$ cat src/rtl/wormhole_switch_allocator.sv
// Switch allocator: per-outport round-robin arbitration with wormhole locking
// and per-outport, per-VC downstream credit tracking.
module wormhole_switch_allocator #(
    parameter int unsigned NUM_IN      = 8,
    parameter int unsigned NUM_OUT     = 5,
    parameter int unsigned NUM_VCS     = 2,
    parameter int unsigned BUFFER_SIZE = 8,
    localparam int unsigned IW = $clog2(NUM_IN),
    localparam int unsigned OW = $clog2(NUM_OUT),
    localparam int unsigned VW = (NUM_VCS > 1) ? $clog2(NUM_VCS) : 1,
    localparam int unsigned CW = $clog2(BUFFER_SIZE + 1)
) (
    input  logic                                    clk,
    input  logic                                    n_rst,
    input  logic [NUM_IN-1:0]                       req,
    input  logic [NUM_IN-1:0][OW-1:0]               req_outport,
    input  logic [NUM_IN-1:0][VW-1:0]               req_vc,
    input  logic [NUM_IN-1:0]                       req_tail,
    input  logic [NUM_OUT-1:0][NUM_VCS-1:0]         credit_return,
    output logic [NUM_IN-1:0]                       grant,
    output logic [NUM_OUT-1:0]                      out_valid,
    output logic [NUM_OUT-1:0][IW-1:0]              out_sel,
    output logic [NUM_OUT-1:0][NUM_VCS-1:0][CW-1:0] credits,
    output logic [NUM_OUT-1:0]                      locked,
    output logic                                    err_credit_ovf
);

    typedef enum logic {
        S_IDLE   = 1'b0,
        S_LOCKED = 1'b1
    } state_t;

    state_t                                r_state [NUM_OUT];
    state_t                                w_state [NUM_OUT];
    logic [NUM_OUT-1:0][IW-1:0]            r_owner, w_owner;
    logic [NUM_OUT-1:0][IW-1:0]            r_rr_ptr, w_rr_ptr;
    logic [NUM_OUT-1:0][VW-1:0]            r_lvc, w_lvc;
    logic [NUM_OUT-1:0][NUM_VCS-1:0][CW-1:0] r_credits, w_credits;
    logic                                  r_err, w_err;

    logic [NUM_IN-1:0]                     w_grant;
    logic [NUM_OUT-1:0]                    w_out_valid;
    logic [NUM_OUT-1:0][IW-1:0]            w_out_sel;
    logic [NUM_OUT-1:0][VW-1:0]            w_gvc;

    // State registers
    always_ff @(posedge clk or negedge n_rst) begin
        if (!n_rst) begin
            for (int o = 0; o < NUM_OUT; o++) begin
                r_state[o]  <= S_IDLE;
                r_rr_ptr[o] <= IW'(NUM_IN - 1);
                for (int v = 0; v < NUM_VCS; v++) begin
                    r_credits[o][v] <= CW'(BUFFER_SIZE);
                end
            end
            r_owner <= '0;
            r_lvc   <= '0;
            r_err   <= 1'b0;
        end else begin
            r_state   <= w_state;
            r_owner   <= w_owner;
            r_rr_ptr  <= w_rr_ptr;
            r_lvc     <= w_lvc;
            r_credits <= w_credits;
            r_err     <= w_err;
        end
    end

    // Arbitration, FSM next state and credit next state
    always_comb begin
        logic            hit;
        logic            ok;
        logic            dec;
        logic            inc;
        logic [IW-1:0]   idx;
        logic [IW-1:0]   win;
        logic [VW-1:0]   wvc;

        w_grant     = '0;
        w_out_valid = '0;
        w_out_sel   = '0;
        w_gvc       = '0;
        w_state     = r_state;
        w_owner     = r_owner;
        w_rr_ptr    = r_rr_ptr;
        w_lvc       = r_lvc;
        w_credits   = r_credits;
        w_err       = r_err;
        hit         = 1'b0;
        ok          = 1'b0;
        dec         = 1'b0;
        inc         = 1'b0;
        idx         = '0;
        win         = '0;
        wvc         = '0;

        for (int o = 0; o < NUM_OUT; o++) begin
            hit = 1'b0;
            win = '0;
            wvc = '0;
            if (r_state[o] == S_IDLE) begin
                // First eligible input after the last winner, wrapping modulo NUM_IN
                for (int k = 1; k <= NUM_IN; k++) begin
                    idx = IW'((32'(r_rr_ptr[o]) + 32'(k)) % NUM_IN);
                    ok  = 1'b0;
                    for (int v = 0; v < NUM_VCS; v++) begin
                        if (32'(req_vc[idx]) == 32'(v) && r_credits[o][v] != '0) begin
                            ok = 1'b1;
                        end
                    end
                    if (!hit && ok && req[idx] && 32'(req_outport[idx]) == 32'(o)) begin
                        hit = 1'b1;
                        win = idx;
                        wvc = req_vc[idx];
                    end
                end
            end else begin
                win = r_owner[o];
                wvc = r_lvc[o];
                hit = req[win] && (32'(req_outport[win]) == 32'(o)) && (r_credits[o][wvc] != '0);
            end

            if (hit) begin
                w_grant[win]   = 1'b1;
                w_out_valid[o] = 1'b1;
                w_out_sel[o]   = win;
                w_gvc[o]       = wvc;
                if (r_state[o] == S_IDLE) begin
                    w_rr_ptr[o] = win;
                    if (!req_tail[win]) begin
                        w_state[o] = S_LOCKED;
                        w_owner[o] = win;
                        w_lvc[o]   = wvc;
                    end
                end else if (req_tail[win]) begin
                    w_state[o] = S_IDLE;
                end
            end
        end

        // A simultaneous grant and return cancel out; a return into a full counter is flagged
        for (int o = 0; o < NUM_OUT; o++) begin
            for (int v = 0; v < NUM_VCS; v++) begin
                dec = w_out_valid[o] && (32'(w_gvc[o]) == 32'(v));
                inc = credit_return[o][v];
                if (dec && !inc) begin
                    w_credits[o][v] = r_credits[o][v] - CW'(1);
                end else if (inc && !dec) begin
                    if (r_credits[o][v] == CW'(BUFFER_SIZE)) begin
                        w_err = 1'b1;
                    end else begin
                        w_credits[o][v] = r_credits[o][v] + CW'(1);
                    end
                end
            end
        end
    end

    always_comb begin
        locked = '0;
        for (int o = 0; o < NUM_OUT; o++) begin
            locked[o] = (r_state[o] == S_LOCKED);
        end
    end

    // Crossbar controls are forced quiet while reset is held
    assign grant          = n_rst ? w_grant     : '0;
    assign out_valid      = n_rst ? w_out_valid : '0;
    assign out_sel        = n_rst ? w_out_sel   : '0;
    assign credits        = r_credits;
    assign err_credit_ovf = r_err;

endmodule

$ cat config.mk
export PLATFORM = sky130hd
export DESIGN_NAME = wormhole_switch_allocator
export DESIGN_NICKNAME = d
export VERILOG_FILES = /design/src/rtl/wormhole_switch_allocator.sv
export SDC_FILE = /design/constraint.sdc
export NUM_CORES = 1
export LEC_CHECK = 0
export ABC_AREA = 1
export CAP_MARGIN = 20
export CORE_ASPECT_RATIO = 1.75
export CORE_MARGIN = 2
export CORE_UTILIZATION = 45
export DETAILED_ROUTE_END_ITERATION = 12
export PLACE_DENSITY = 0.67
export SYNTH_ARGS = -nofsm -noshare
export SYNTH_HDL_FRONTEND = slang
export SYNTH_SLANG_ARGS = --single-unit
export TNS_END_PERCENT = 1
$ cat constraint.sdc
create_clock -name clk -period 4.59 [get_ports clk]
set_clock_uncertainty 0.1 [all_clocks]
set_input_delay 0.918 -clock clk [delete_from_list [all_inputs] [get_ports clk]]
set_output_delay 0.918 -clock clk [all_outputs]
set_load 0.01 [all_outputs]
After elaboration in Yosys (flattened, before gate mapping). Index checks and enable logic that the tools add are counted.

$add $sub $neg: 60. Magnitude comparators: 60. Equal/unequal tests: 56. Muxes and demuxes: 668. Bitwise operators: 59. Reductions and logical operators: 349.

Operators with widths (number): binary-select mux 3 bit (select 3 bit) (45); two-way mux 1 bit (385); two-way mux 3 bit (95); binary-select mux 1 bit (select 3 bit) (90); logical AND 1 bit (240); < comparator 3 x 4 -> 1 bit (second input constant) (50); two-way mux 4 bit (40); adder 3 bit (second input constant) (20); nonzero test 4 bit (15); zero test 1 bit (55); inverter 1 bit (55); == test 3 x 2 -> 1 bit (second input constant) (18); two-way mux 8 bit (6); adder 4 x 1 -> 4 bit (second input constant) (10); == test 4 bit (second input constant) (10); subtractor 4 x 1 -> 4 bit (second input constant) (10); OR 8 bit (4); adder 3 x 1 -> 3 bit (second input constant) (10); adder 3 x 2 -> 3 bit (second input constant) (10); AND reduction 2 bit (15); == test 3 x 1 -> 1 bit (second input constant) (9); == test 3 bit (second input constant) (9); zero test 3 bit (9); != test 2 bit (second input constant) (10); other kinds (7) (32).

Bits in registers: 81. Input bits: 60. Output and inout port bits: 74. Logic and storage cells: 1283.

Longest topological paths before layout.
Depth in word-level cells: 88. Depth in mapped cells: 34. Gate-level depth less buffers: 30.

Worst setup path after synthesis. Ideal clock, no wire load.

Path kind: register to output. From: register r_rr_ptr[7] (netlist bit). To: output grant[3]. Data arrival time: 3.414 ns. Required time: 3.572 ns. Slack: 0.158 ns. Stages on the path, launching flop included: 24. Path buffers: 4. Cells stage by stage: dfstp_2 > buf_2 > inv_2 > buf_2 > ha_1 > buf_2 > inv_2 > buf_2 > o211ai_1 > o21ai_1 > nand3_1 > nand2_1 > nand2_4 > nand4_4 > nor2_4 > nand4_1 > and2_1 > nand2_1 > nand2_1 > nor2_1 > nand3_1 > nand3_1 > nor2_1 > nor2_1.

Cells in the longest elaborated chain, start to end: 65. Elaborated cells between the ends (all ways): 179. Those cells by class: add/sub (8); order compare (2); eq/ne (8); mux (103); bitwise (11); reduce/logical (47).

Ends and longest elaborated chain: start: declaration (line 36) `logic [NUM_OUT-1:0][IW-1:0] r_rr_ptr, w_rr_ptr;`; start signal: indexed assignment (line 51) `r_rr_ptr[o] <= IW'(NUM_IN - 1);`; start signal: assignment (line 62) `r_rr_ptr <= w_rr_ptr;`; adder 3 x 1 -> 3 bit (line 104) `idx = IW'((32'(r_rr_ptr[o]) + 32'(k)) % NUM_IN);`; binary-select mux 1 bit (select 3 bit) (line 107) `if (32'(req_vc[idx]) == 32'(v) && r_credits[o][v] != '0) begin`; two-way mux 1 bit (not written as such) (line 107); inverter 1 bit (line 107); logical AND 1 bit (line 107); two-way mux 1 bit (2 in a row) (line 107); two-way mux 1 bit (line 101) `if (r_state[o] == S_IDLE) begin`; logical AND 1 bit (2 in a row) (line 111) `if (!hit && ok && req[idx] && 32'(req_outport[idx]) == 32'(o)) begin`; [... 47 more ...]; demux 1 bit (select 3 bit) (line 124) `w_grant[win] = 1'b1;`; OR 8 bit (no line); two-way mux 8 bit (*) (line 123) `if (hit) begin`; OR 8 bit (no line); two-way mux 8 bit (*) (line 123); OR 8 bit (no line); two-way mux 8 bit (*) (line 123); two-way mux 8 bit (*) (line 167) `assign grant = n_rst ? w_grant : '0;`; end: declaration (line 20) `output logic [NUM_IN-1:0] grant,`.

Every way passes the cells marked *; elsewhere a longest branch is shown, timed or not. The select of a mux whose other input is x is not followed.

Final worst setup path.
From: register r_rr_ptr[0] (netlist bit). To: output grant[0].

Cells in the longest elaborated chain, start to end: 68. Elaborated cells between the ends (all ways): 182. Those cells by class: add/sub (8); order compare (2); mux (105); bitwise (12); reduce/logical (55).

Ends and longest elaborated chain (line): adder 3 x 1 -> 3 bit (104); binary-select mux 1 bit (select 3 bit) (107); two-way mux 1 bit (not written as such) (107); inverter 1 bit (107); logical AND 1 bit (107); two-way mux 1 bit (2 in a row) (107); two-way mux 1 bit (101); logical AND 1 bit (2 in a row) (111); [... 50 more ...]; two-way mux 8 bit (*) (123); OR 8 bit (no line); two-way mux 8 bit (*) (123); OR 8 bit (no line); two-way mux 8 bit (*) (123); OR 8 bit (no line); two-way mux 8 bit (*) (123); two-way mux 8 bit (*) (167).

Marked as above.

==> impl_metrics.ini <==
[synthesis]
synth_ff_type = dfrtp_1
syn_area_per_cell_um2 = 5.43
syn_nets = 3152
async_reset_ff_share_pct = 100
synth_cell_types = 63
yosys_warnings = 0
synth_fa_ha_area_share_pct = 5.02
synth_mux_area_share_pct = 0
synth-seq-cells = 81
synthCells = 3032
yosysSeqAreaShare_pct = 12.5
synth_compound_area_share_pct = 11.3
synthXorXnorAreaFrac_pct = 3.54
yosys.area_share.simple_pct = 55.4
synth_edf_count = 0
synth_top_family_by_area = simple AND/OR/NAND/NOR gates
syn_area_mm2 = 0.0164

[critical_path]
r2r-end = err_credit_ovf$_DFF_PN0_
worstReg2RegStart = r_rr_ptr[6]$_DFFE_PN1P_
r2r_cells = 29
cp_slowest_cell = dfstp_2
cp-startpoint = r_rr_ptr[0]$_DFFE_PN1P_
cpMostUsedCell = nand2_2
critical_path.max_fanout = 7
cpPeakStageDelay_ns = 0.57
cp.depth = 25
critPathTopFamily = simple AND/OR/NAND/NOR gates
required_ns = 3.57
crit_path_end = grant[0]
worstSetupEndpointType = output port
crit_type = register to output port
crit_arrival_ns = 3.80
worstSetupStartpointType = register
path_buf_inv = 7
rrSetupSlack_ns = -0.10

[routing]
antenna_left = 0
drtPass1Iterations = 6
via_per_inst = 5.67
route.vias.total = 23500
drt_iter0_markers = 1836
drcViolationCount = 0
totalWireLength_mm = 82.8
routedWlPerCell_um = 20.0

[sta]
setup_slack_ns = -0.231
tightest_slew_ns = 0.871
setup_viol = 27
fmaxAchievable_mhz = 207
relSlewSlack_pct = 41.9
finalCriticalPeriod_ns = 4.82
finalHoldViolations = 0
rsz0062_at_grt = true
period_share_pct = 105
drv_slew = 0

[grt]
grt_overflow = 0
grt_pass1_vias = 22900
antenna_found_initial = 0
grt_usage_pct = 41.8
grt_pass1_wl_mm = 124
grt_max_degree = 64

[cts]
cts.hold.buffers_added = 0
ctsRootBufferMaster = clkbuf_16
clockBufferDepth = 2
cts_tree = done
clock_latency_ns = 0.38
clock_sinks = 81
cts_made_buffers = 9
clk_pin_slew_worst_paths_ns = 0.09
htree_levels = 3

[cells_and_area]
final_cell_mix = nand2_1 (1100), buf_4 (539), nand3_1 (413), inv_1 (240), nor2_1 (203)
layout-drive-gt1-share_pct = 31.3
antenna_cells = 0
layout_commonest_cell = nand2_1
num-nets-final = 3783
areaGrowthSynthToFinish_pct = 48.6
fillers = 3360
post-route-util_pct = 67.8

[floorplanning]
die_x_um = 149
io_pins = 134
die_y_um = 257
dieArea_mm2 = 0.0382
fp-row-count = 92
start_util_pct = 45.7
core_mm2 = 0.0360

[place]
detailed_place_hpwl_mm = 61.9
routabilityCongestion = 1.09
numPortBuffers = 133

[run_status]
violations = negative setup slack
status = finished with violations

[flow_run]
maxCapViolations = 0

[worst_hold_path]
hold_path_class = register to register
cell type report:
cell class / count / area [um2] / share of cell area [%]
Inverter: 316 / 1240 / 5.06
Multi-Input combinational cell: 2504 / 13700 / 56.1
Sequential cell: 81 / 2060 / 8.42
Clock buffer: 10 / 239 / 0.978
Tap cell: 470 / 588 / 2.41
Clock inverter: 6 / 56.3 / 0.230
Timing Repair Buffer: 751 / 6550 / 26.8
metal layers:
metal  part of all wire [%]  track usage (%)
met5                      0                0
met4                     11             37.7
met3                    8.4             8.49
met2                     47             70.3
met1                     34             43.3
sequential cells by signal (all words and copies together) (netlist names):
register and cells:
err_credit_ovf 1, r_rr_ptr 15, locked 5, credits 40, r_owner 15, r_lvc 5
through the flow:
step | instance area (um2) | hold slack, ns | std cells | worst slack [ns] | TNS, ns
global route | 24400 | 0.425 | 4138 | -0.453 | -10.52
detailed placement | 21800 | 0.383 | 4040 | -1.06 | -48.63
floorplan | 16400 | 0.358 | 3032 | 0.158 | 0
CTS | 23400 | 0.398 | 4112 | -0.164 | -2.67
finish | 24400 | 0.400 | 4138 | -0.231 | -3.55
global placement | 21800 | 0.382 | 4040 | -1.08 | -46.84
logic make-up after synthesis:
group / Yosys count
adder cells (fa/ha/maj): 60
flip-flops: 81
buffers and inverters: 449
AND/OR/NAND/NOR: 2074
AO/OA/AOI/OAI: 320
XOR/XNOR: 48
worst min path at each step:
stage                         endpoint                    start  slack [ns]  cells after the start
3_3_place_gp      r_lvc[3]$_DFFE_PN0P_     r_lvc[3]$_DFFE_PN0P_        0.38                      2
6_report          r_lvc[3]$_DFFE_PN0P_     r_lvc[3]$_DFFE_PN0P_        0.40                      2
3_5_place_dp      r_lvc[3]$_DFFE_PN0P_     r_lvc[3]$_DFFE_PN0P_        0.38                      2
2_1_floorplan   r_owner[5]$_DFFE_PN0P_   r_owner[5]$_DFFE_PN0P_        0.36                      2
5_1_grt        credits[36]$_DFFE_PN0P_  credits[36]$_DFFE_PN0P_        0.42                      1
4_1_cts           r_lvc[3]$_DFFE_PN0P_     r_lvc[3]$_DFFE_PN0P_        0.40                      2
worst min-delay path, stage by stage (launching register included):
cell and delay [ns]:
dfrtp_1 0.36, nand2_1 0.06, nand2_1 0.05
synthesized netlist by cell type (23+ instances only):
master    count  area share, %
a21oi_1      49            1.5
buf_2        79            2.4
buf_6        23            1.6
dfrtp_1      56            8.5
dfstp_2      25            4.0
ha_1         50            3.8
inv_1       264            6.0
inv_2        47            1.1
nand2_1    1154             26
nand2_2      28            1.1
nand3_1     474             14
nand4_1      51            1.9
nor2_1      254            5.8
o211ai_1     26            1.2
o21ai_0     152            4.6
o21ai_1      33            1.0
xor2_1       25            1.3
timing repair:
action	CTS	global route
buffers inserted	50	22
cloned	7	4
gates resized for setup	425	233
endpoints found under the setup margin	64	60
pin swaps	74	76
hold endpoints to repair	0	0
Power is not shown: default switching activity piles up to over one toggle a cycle in this logic, so the estimate is an artifact.
